[config.mk]
export PLATFORM = sky130hd
export DESIGN_NAME = fifo_buffer_param
export DESIGN_NICKNAME = d
export VERILOG_FILES = /design/src/rtl/fifo_pkg.sv /design/src/rtl/fifo_mem_dp.sv /design/src/rtl/fifo_buffer_param.sv
export SDC_FILE = /design/constraint.sdc
export NUM_CORES = 1
export LEC_CHECK = 0
export BUFFER_PORTS_ARGS = -buffer_cell sky130_fd_sc_hd__buf_2
export CELL_PAD_IN_SITES_DETAIL_PLACEMENT = 1
export CELL_PAD_IN_SITES_GLOBAL_PLACEMENT = 2
export CORE_ASPECT_RATIO = 0.9
export CORE_MARGIN = 2
export CORE_UTILIZATION = 49
export CTS_CLUSTER_DIAMETER = 100
export DETAILED_ROUTE_END_ITERATION = 6
export PLACE_DENSITY = 0.83
export SLEW_MARGIN = 20
export SYNTH_ARGS = -nofsm -noshare
export SYNTH_HDL_FRONTEND = slang
export SYNTH_SLANG_ARGS = --single-unit
[constraint.sdc]
create_clock -name clk -period 2.6 [get_ports clk]
set_input_delay 0.52 -clock clk [delete_from_list [all_inputs] [get_ports clk]]
set_output_delay 0.52 -clock clk [all_outputs]
set_load 0.02 [all_outputs]
[src/rtl/fifo_pkg.sv]
// Shared helpers for the parametrised FIFO: pointer width and elaboration-time
// parameter legality checks.
package fifo_pkg;

  function automatic int ptr_w(input int depth);
    return $clog2(depth) + 32'sd1;
  endfunction

  function automatic bit is_pow2(input int v);
    return (v >= 32'sd2) && ((v & (v - 32'sd1)) == 32'sd0);
  endfunction

  function automatic bit levels_ok(input int depth, input int af_lvl, input int ae_lvl);
    return (af_lvl >= 32'sd1) && (af_lvl <= depth) &&
           (ae_lvl >= 32'sd0) && (ae_lvl <= depth - 32'sd1);
  endfunction

endpackage

[src/rtl/fifo_mem_dp.sv]
// WIDTH x DEPTH simple dual-port storage: synchronous write port, asynchronous
// read port. Contents are intentionally not reset.
module fifo_mem_dp
  import fifo_pkg::*;
#(
  parameter int WIDTH = 8,
  parameter int DEPTH = 32,
  parameter int AW    = 5
) (
  input  logic             clk,
  input  logic             i_we,
  input  logic [AW-1:0]    i_waddr,
  input  logic [WIDTH-1:0] i_wdata,
  input  logic [AW-1:0]    i_raddr,
  output logic [WIDTH-1:0] o_rdata
);

  logic [WIDTH-1:0] r_mem [DEPTH];

  // Storage write port
  always_ff @(posedge clk) begin
    if (i_we) begin
      r_mem[i_waddr] <= i_wdata;
    end
  end

  assign o_rdata = r_mem[i_raddr];

endmodule

[src/rtl/fifo_buffer_param.sv]
// Parametrised single-clock FIFO with occupancy count, almost flags and sticky
// errors. Define FIFO_FWFT_EN for first-word fall-through read behaviour.
module fifo_buffer_param
  import fifo_pkg::*;
#(
  parameter int WIDTH  = 8,
  parameter int DEPTH  = 32,
  parameter int AF_LVL = 28,
  parameter int AE_LVL = 4
) (
  input  logic                      clk,
  input  logic                      rst,
  input  logic                      wr_en,
  input  logic [WIDTH-1:0]          wr_data,
  input  logic                      rd_en,
  input  logic                      clr_err,
  output logic [WIDTH-1:0]          rd_data,
  output logic                      rd_valid,
  output logic                      full,
  output logic                      empty,
  output logic                      almost_full,
  output logic                      almost_empty,
  output logic [$clog2(DEPTH):0]    count,
  output logic                      overflow,
  output logic                      underflow
);

  localparam int PW = ptr_w(DEPTH);
  localparam int AW = PW - 1;

  localparam logic [PW-1:0] C_ONE   = PW'(1);
  localparam logic [PW-1:0] C_ZERO  = PW'(0);
  localparam logic [PW-1:0] C_DEPTH = PW'(DEPTH);
  localparam logic [PW-1:0] C_AF    = PW'(AF_LVL);
  localparam logic [PW-1:0] C_AE    = PW'(AE_LVL);

  if (!is_pow2(DEPTH)) begin : g_bad_depth
    $error("fifo_buffer_param: DEPTH must be a power of two >= 2");
  end
  if (!levels_ok(DEPTH, AF_LVL, AE_LVL)) begin : g_bad_levels
    $error("fifo_buffer_param: AF_LVL/AE_LVL out of range");
  end

  logic [PW-1:0]    r_wr_ptr;
  logic [PW-1:0]    r_rd_ptr;
  logic [PW-1:0]    r_count;
  logic             r_full;
  logic             r_empty;
  logic             r_af;
  logic             r_ae;
  logic             r_ovf;
  logic             r_udf;
  logic             w_wr_acc;
  logic             w_rd_acc;
  logic [PW-1:0]    w_count_nxt;
  logic [WIDTH-1:0] w_mem_rdata;

  // Accept decisions use the flags registered before this edge
  assign w_wr_acc = wr_en & ~r_full;
  assign w_rd_acc = rd_en & ~r_empty;

  // Next occupancy from accepted operations
  always_comb begin
    w_count_nxt = r_count;
    case ({w_wr_acc, w_rd_acc})
      2'b10:   w_count_nxt = r_count + C_ONE;
      2'b01:   w_count_nxt = r_count - C_ONE;
      default: w_count_nxt = r_count;
    endcase
  end

  fifo_mem_dp #(
    .WIDTH (WIDTH),
    .DEPTH (DEPTH),
    .AW    (AW)
  ) u_mem (
    .clk     (clk),
    .i_we    (w_wr_acc),
    .i_waddr (r_wr_ptr[AW-1:0]),
    .i_wdata (wr_data),
    .i_raddr (r_rd_ptr[AW-1:0]),
    .o_rdata (w_mem_rdata)
  );

  // Pointers, occupancy and status flags
  always_ff @(posedge clk or negedge rst) begin
    if (!rst) begin
      r_wr_ptr <= C_ZERO;
      r_rd_ptr <= C_ZERO;
      r_count  <= C_ZERO;
      r_full   <= 1'b0;
      r_empty  <= 1'b1;
      r_af     <= 1'b0;
      r_ae     <= 1'b1;
    end else begin
      if (w_wr_acc) begin
        r_wr_ptr <= r_wr_ptr + C_ONE;
      end
      if (w_rd_acc) begin
        r_rd_ptr <= r_rd_ptr + C_ONE;
      end
      r_count <= w_count_nxt;
      r_full  <= (w_count_nxt == C_DEPTH);
      r_empty <= (w_count_nxt == C_ZERO);
      r_af    <= (w_count_nxt >= C_AF);
      r_ae    <= (w_count_nxt <= C_AE);
    end
  end

  // Sticky error flags; a new error outranks a simultaneous clear
  always_ff @(posedge clk or negedge rst) begin
    if (!rst) begin
      r_ovf <= 1'b0;
      r_udf <= 1'b0;
    end else begin
      if (wr_en && r_full) begin
        r_ovf <= 1'b1;
      end else if (clr_err) begin
        r_ovf <= 1'b0;
      end
      if (rd_en && r_empty) begin
        r_udf <= 1'b1;
      end else if (clr_err) begin
        r_udf <= 1'b0;
      end
    end
  end

`ifdef FIFO_FWFT_EN
  // Head word is presented directly; masked while empty so stale RAM never shows
  assign rd_data  = r_empty ? '0 : w_mem_rdata;
  assign rd_valid = ~r_empty;
`else
  logic [WIDTH-1:0] r_rd_data;
  logic             r_rd_valid;

  // Registered read port: one-cycle valid pulse per pop, data held otherwise
  always_ff @(posedge clk or negedge rst) begin
    if (!rst) begin
      r_rd_data  <= '0;
      r_rd_valid <= 1'b0;
    end else begin
      r_rd_valid <= w_rd_acc;
      if (w_rd_acc) begin
        r_rd_data <= w_mem_rdata;
      end
    end
  end

  assign rd_data  = r_rd_data;
  assign rd_valid = r_rd_valid;
`endif

  assign full         = r_full;
  assign empty        = r_empty;
  assign almost_full  = r_af;
  assign almost_empty = r_ae;
  assign count        = r_count;
  assign overflow     = r_ovf;
  assign underflow    = r_udf;

endmodule

==> results of run 1 <==
[routing by layer]
metal  track usage  vias up  share of wire
met1         0.319     3075           0.44
met5             0        -              0
met3        0.0348       36          0.059
met4        0.0565        0          0.027
met2         0.328      174           0.47
li1              -     2488              -
[cell usage after synthesis (2+ instances only)]
master / n
a21oi_1: 6
mux2i_1: 9
nor3_1: 3
nand3b_1: 2
inv_2: 2
ha_1: 7
buf_4: 2
a31oi_1: 2
o21ai_0: 5
inv_1: 8
dfstp_2: 2
nor4b_2: 2
nand4_1: 4
nand3_1: 2
buf_2: 7
nand2_1: 28
xnor2_1: 12
mux4_2: 80
buf_6: 4
nor3b_1: 2
o21ai_1: 9
dfrtp_1: 29
edfxtp_1: 256
clkbuf_1: 20
nor2_1: 42
[final cells by class]
type,instances,area share
clock buffer,41,0.0605
clock inverter,15,0.0133
inverter,10,0.00280
multi-input combinational,242,0.214
sequential,287,0.631
tap,302,0.0281
timing repair buffer,87,0.0500
[cells in the final DEF, fill, tap and decap left out, types with 2 or more instances in the layout]
master,instances
clkinv_1,6
o21ai_0,5
o21ai_1,9
nor3_1,3
nor2_1,42
nand2_1,28
a31oi_1,2
buf_2,33
mux2i_1,9
inv_2,2
mux4_2,80
ha_1,5
nand4_1,4
clkbuf_8,2
edfxtp_1,256
buf_12,8
bufinv_16,4
clkbuf_16,30
nand3_1,2
buf_4,46
dfstp_2,2
a21oi_1,6
xnor2_1,10
clkbuf_1,9
inv_1,8
nor4b_2,3
nand3b_1,2
dfrtp_1,27
xnor2_2,2
clkinv_2,4
nor3b_1,2
[report_power, final]
group          total (mW)  leakage, nW  internal (mW)  switching, mW
Sequential           6.01         2.68           5.50          0.507
Combinational        4.60         1.36           2.26           2.34
Clock                4.24        0.483           2.57           1.67
Total                14.9         4.52           10.3           4.51
[logic make-up after synthesis]
kind of cell,synth area share
buffers and inverters,0.0181
AO/OA/AOI/OAI,0.0227
XOR/XNOR,0.00914
adder cells (fa/ha/maj),0.00762
flip-flops,0.736
AND/OR/NAND/NOR,0.0407
multiplexers,0.166
[critical path: cells and delay by family (launching register included)]
| kind | cells | cell delay, ns |
|---|---|---|
| buf+inv | 2 | 0.30 |
| mux | 1 | 0.26 |
| compound gates | 3 | 0.95 |
| flops | 1 | 0.38 |
| simple gates | 2 | 0.24 |
| fa+ha+maj | 1 | 0.24 |
[flip-flops by register name, indices dropped and copies added (netlist names)]
name,flops
u_mem.r_mem,256
rd_data,8
count,6
r_rd_ptr,5
r_wr_ptr,5
almost_empty,1
almost_full,1
empty,1
full,1
overflow,1
rd_valid,1
underflow,1
[worst max path at each step]
| stage | from | cells past startpoint | end | slack [ns] |
|---|---|---|---|---|
| 2_1_floorplan | empty | 10 | full | 0.16 |
| 3_3_place_gp | wr_en | 9 | full | 0.07 |
| 3_5_place_dp | wr_en | 10 | almost_empty | -0.19 |
| 4_1_cts | empty | 9 | almost_empty | 0.03 |
| 5_1_grt | empty | 9 | almost_empty | 0.004 |
| 6_report | empty | 9 | almost_empty | 0.12 |
[stage by stage]
stage                     power, mW  cell area (um2)  setup WS [ns]  setup TNS [ns]   util
after floorplan                8.98            11500          0.160               0      -
after global placement         10.5            12400         0.0737               0  0.533
after detailed placement       10.6            12400         -0.189          -0.659  0.533
after CTS                      14.9            13400         0.0304               0  0.576
after global routing           15.5            13400        0.00352               0  0.578
final                          14.9            13400          0.116               0  0.578
[timing repair]
| action | 4_1_cts | 5_1_grt |
|---|---|---|
| setup buffers | 0 | 2 |
| resized for setup | 0 | 9 |
| hold buffers | 0 | 0 |
| setup endpoints to repair | 0 | 4 |
==> flow_metrics.env, run 1 <==
export IMPL_status="finished, final reports clean"
export IMPL_routed_wl_mm=25.0
export IMPL_seq_area_frac_synth=0.736
export IMPL_cts_clk_slew_worst_paths_ns=0.06
export IMPL_cts_root_buf="clkbuf_16"
export IMPL_finalMaxSlewViolations=0
export IMPL_antenna_found_initial=0
export IMPL_yosys_area_top_type="edfxtp_1"
export IMPL_mappedNetlistNets=592
export IMPL_cts_sinks=287
export IMPL_vias_per_cell=5.87
export IMPL_critPathCaptureType="flop"
export IMPL_io_buffers=33
export IMPL_worst_pin_slew_ns=0.745
export IMPL_setup_viol=0
export IMPL_synth_top_area_frac=0.669
export IMPL_die_area_um2=24700
export IMPL_cp_cell_sequence="nand2b_4, inv_2, ha_4, inv_1, a311oi_2, mux2i_1, nor2b_1, o221a_2, a2111oi_2"
export IMPL_relSlewSlack=0.503
export IMPL_ys_async_sr_fraction=0.108
export IMPL_rr_endpoint="almost_empty"
export IMPL_overflow=0
export IMPL_cts_tree="built"
export IMPL_clock_fmax_mhz=403
export IMPL_dp_hpwl_mm=16.4
export IMPL_r2r_setup_slack_ns=0.12
export IMPL_final_cells=984
export IMPL_drt_iter0_drc=488
export IMPL_required_ns=3.03
export IMPL_vias=5773
export IMPL_cts_buffers=30
export IMPL_hold_slack_ns=0.0420
export IMPL_pin_count=34
export IMPL_register_area_um2=8470
export IMPL_place_congestion=0.816
export IMPL_multi_input_area_um2=2880
export IMPL_grt_pass1_vias=6135
export IMPL_drc_errors=0
export IMPL_clk_path_buf_depth=3
export IMPL_finalHoldViolations=0
export IMPL_rsz0062_at_grt="false"
export IMPL_core_um2=23200
export IMPL_cpMaxStageDelayCell="dfstp_2"
export IMPL_rows=53
export IMPL_post_drt_wl_per_cell_um=25.4
export IMPL_ys_types=52
export IMPL_synth_edff_count=256
export IMPL_start_util=0.495
export IMPL_die_y_um=149
export IMPL_max_stage_delay_ns=0.38
export IMPL_r2r_cells=9
export IMPL_synthTopCellsByArea="edfxtp_1 (67%), mux4_2 (16%), dfrtp_1 (6.3%)"
export IMPL_clock_skew_ns=0.0168
export IMPL_ys_warn_count=0
export IMPL_die_w_um=165
export IMPL_drive_above_1_share=0.340
export IMPL_grt_util_all_layers=0.212
export IMPL_arrival_ns=2.91
export IMPL_syn_instance_count=572
export IMPL_cap_violations=0
export IMPL_synth_avg_cell_area_um2=20.1
export IMPL_min_path_type="input pin to async pin"
export IMPL_crit_type="flop to flop"
export IMPL_r2r_start="empty"
export IMPL_ys_flop_type="edfxtp_1"
export IMPL_areaGrowthSynthToFinish_pct=16.8
export IMPL_power_density_nw_per_um2=1110
export IMPL_fill_cells=2049
export IMPL_grt_max_degree=33
export IMPL_start_kind="flop"
export IMPL_grt_pass1_wl_mm=38.1
export IMPL_dr_pass1_iters=5
export IMPL_antenna_cells=0
export IMPL_synth_seq_cells=287
export IMPL_ir_drop_mv=0.655
export IMPL_period_share=0.955
export IMPL_htreeDepth=1
export IMPL_nets=678
export IMPL_min_period_ns=2.48
export IMPL_total_leakage_power_nw=4.52
export IMPL_cp_max_fo=11
export IMPL_dp_cells=927
export IMPL_synthesis_area_um2=11500
export IMPL_drtAntennaViolNets=0
export IMPL_insertion_delay_ns=0.55
No activity file was read; power rests on OpenSTA's default activity.
==> run 2, diff against run 1 <==
--- a/config.mk
+++ b/config.mk
@@ -5,14 +5,14 @@
 export SDC_FILE = /design/constraint.sdc
 export NUM_CORES = 1
 export LEC_CHECK = 0
-export BUFFER_PORTS_ARGS = -buffer_cell sky130_fd_sc_hd__buf_2
 export CELL_PAD_IN_SITES_DETAIL_PLACEMENT = 1
 export CELL_PAD_IN_SITES_GLOBAL_PLACEMENT = 2
 export CORE_ASPECT_RATIO = 0.9
 export CORE_MARGIN = 2
-export CORE_UTILIZATION = 49
+export CORE_UTILIZATION = 50
 export CTS_CLUSTER_DIAMETER = 100
 export DETAILED_ROUTE_END_ITERATION = 6
+export DONT_BUFFER_PORTS = 1
 export PLACE_DENSITY = 0.83
 export SLEW_MARGIN = 20
 export SYNTH_ARGS = -nofsm -noshare
==> run 2 against run 1 <==
Against the previous run: worst setup slack got worse by 0.017 ns; worst hold slack improved by 0.024 ns; wire length grew 4.2%; clock skew grew 0.0021 ns; critical path depth unchanged; largest cell class unchanged; largest power group unchanged; highest routed layer unchanged.
==> flow_metrics.env, run 2 (same netlist as run 1, synthesis figures left out) <==
export IMPL_overflow=0
export IMPL_pin_count=34
export IMPL_drt_iter0_drc=559
export IMPL_clock_skew_ns=0.0189
export IMPL_cp_cell_sequence="nand2b_2, inv_2, ha_2, inv_2, nand3_1, a21oi_1, a2111oi_4, xnor2_2, nor4b_2"
export IMPL_critical_path_top_delay_family="simple AND/OR/NAND/NOR gates"
export IMPL_dp_hpwl_mm=16.2
export IMPL_areaGrowthSynthToFinish_pct=14.9
export IMPL_cts_sinks=287
export IMPL_drtAntennaViolNets=0
export IMPL_nets=639
export IMPL_core_um2=22500
export IMPL_insertion_delay_ns=0.55
export IMPL_start_kind="flop"
export IMPL_grt_pass1_vias=6148
export IMPL_r2r_setup_slack_ns=0.1
export IMPL_clock_fmax_mhz=400
export IMPL_register_area_um2=8470
export IMPL_ir_drop_mv=0.682
export IMPL_routed_wl_mm=26.1
export IMPL_cts_clk_slew_worst_paths_ns=0.06
export IMPL_status="finished, final reports clean"
export IMPL_largest_reg_flops=256
export IMPL_post_drt_wl_per_cell_um=27.8
export IMPL_drive_above_1_share=0.314
export IMPL_vias=5713
export IMPL_crit_type="flop to flop"
export IMPL_grt_util_all_layers=0.226
export IMPL_clk_path_buf_depth=3
export IMPL_vias_per_cell=6.09
export IMPL_die_y_um=148
export IMPL_place_congestion=0.825
export IMPL_cp_max_fo=8
export IMPL_final_cells=938
export IMPL_min_period_ns=2.50
export IMPL_critPathCaptureType="flop"
export IMPL_finalHoldViolations=0
export IMPL_top_register="u_mem.r_mem"
export IMPL_cap_violations=0
export IMPL_layout_common_cells="edfxtp_1 (256), mux4_2 (80), buf_4 (43), nor2_1 (42), clkbuf_16 (29)"
export IMPL_grt_pass1_wl_mm=39.7
export IMPL_max_stage_delay_ns=0.54
export IMPL_antenna_found_initial=0
export IMPL_total_leakage_power_nw=4.35
export IMPL_relSlewSlack=0.554
export IMPL_power_switching_mw=4.48
export IMPL_die_w_um=164
export IMPL_required_ns=3.05
export IMPL_fill_cells=1933
export IMPL_die_area_um2=24200
export IMPL_rows=52
export IMPL_cts_root_buf="clkbuf_16"
export IMPL_post_cts_repair_setup_buffers=0
export IMPL_combPwrFrac=0.279
export IMPL_finalMaxSlewViolations=0
export IMPL_setup_viol=0
export IMPL_rsz0062_at_grt="true"
export IMPL_cts_tree="built"
export IMPL_power_switching_share=0.304
export IMPL_worst_pin_slew_ns=0.669
export IMPL_path_common_cell="inv_2"
export IMPL_power_density_nw_per_um2=1120
export IMPL_io_buffers=0
export IMPL_dr_pass1_iters=5
export IMPL_period_share=0.962
export IMPL_cts_buffers=29
export IMPL_power_frac_seq=0.417
export IMPL_htreeDepth=1
export IMPL_min_path_type="input pin to flop"
export IMPL_drc_errors=0
export IMPL_multi_input_area_um2=2860
export IMPL_arrival_ns=2.95
export IMPL_start_util=0.511
export IMPL_power_internal_mw=10.3
export IMPL_cpMaxStageDelayCell="dfstp_2"
export IMPL_final_common_cell="edfxtp_1"
export IMPL_antenna_cells=0
export IMPL_grt_max_degree=36
export IMPL_p_clk_frac=0.304
export IMPL_crit_buf_inv=2
export IMPL_p_total_mw=14.7
export IMPL_dp_cells=883
## run 2: changes by cell type in the layout (fill, tap and decap cells not counted), sizes merged
cell	before	now
clkinvlp	0	4
bufinv	4	6
inv	10	11
clkbuf	41	37
dlygate4sd3	0	1
buf	87	48
clkinv	11	5
## run 2: repair_timing
| item | in CTS | in global routing |
|---|---|---|
| endpoints found under the hold margin | 31 | 0 |
| hold buffers | 2 | 0 |
| gates resized for setup | 1 | 6 |
| endpoints found under the setup margin | 1 | 4 |
| pin swaps | 0 | 6 |
| gates cloned | 0 | 0 |
## run 2: power by group through the flow
stage	clock, mW	sequential, mW	combinational, mW
floorplan	0	5.91	3.07
detailed placement	0	6.22	4.08
CTS	4.56	6.14	4.12
global route	4.71	6.21	4.43
finish	4.48	6.14	4.12
global placement	0	6.17	3.90
## run 2: cell type report
cell class,instances,area share
timing repair buffer,49,0.0328
multi-input combinational,242,0.216
tap,297,0.0281
sequential,287,0.641
clock inverter,16,0.0184
inverter,10,0.00284
clock buffer,37,0.0602
## run 2: metrics by stage
stage / worst slack, ns / hold slack (ns) / instance area [um2] / util / setup TNS (ns)
2_1_floorplan: 0.160 / 0.224 / 11500 / - / 0
3_3_place_gp: 0.0682 / 0.225 / 12100 / 0.538 / 0
3_5_place_dp: -0.0842 / 0.225 / 12100 / 0.538 / -0.200
4_1_cts: 0.0311 / 0.0519 / 13200 / 0.586 / 0
5_1_grt: -0.0305 / 0.0526 / 13200 / 0.587 / -0.0406
6_report: 0.0986 / 0.0657 / 13200 / 0.587 / 0
## run 2: worst paths after layout
path / from / endpoint / cells after the start
min in group asynchronous: rst / count[1] / 2
hold / removal: wr_data[0] / u_mem.r_mem[8][0] / 0
setup reg to reg: empty / empty / 9
max in group asynchronous: rst / empty / 2
hold reg to reg: r_wr_ptr[1] / r_wr_ptr[3] / 2
setup / recovery: empty / empty / 9
## run 2: worst reg2reg max path, delay by kind of cell (launching register included)
family / cells / cell delay, ns
AND/OR/NAND/NOR: 3 / 0.63
adder cells (fa/ha/maj): 1 / 0.42
AO/OA/AOI/OAI: 2 / 0.48
buffers and inverters: 2 / 0.16
flip-flops: 1 / 0.54
XOR/XNOR: 1 / 0.18
## run 2: layer usage
| layer | track usage | up-vias | share of wire | wire length (um) |
|---|---|---|---|---|
| met5 | 0 | - | 0 | 0 |
| met4 | 0.0614 | 0 | 0.026 | 684 |
| met3 | 0.0396 | 56 | 0.065 | 1700 |
| met2 | 0.357 | 213 | 0.48 | 12600 |
| met1 | 0.331 | 3039 | 0.43 | 11100 |
| li1 | - | 2405 | - | - |
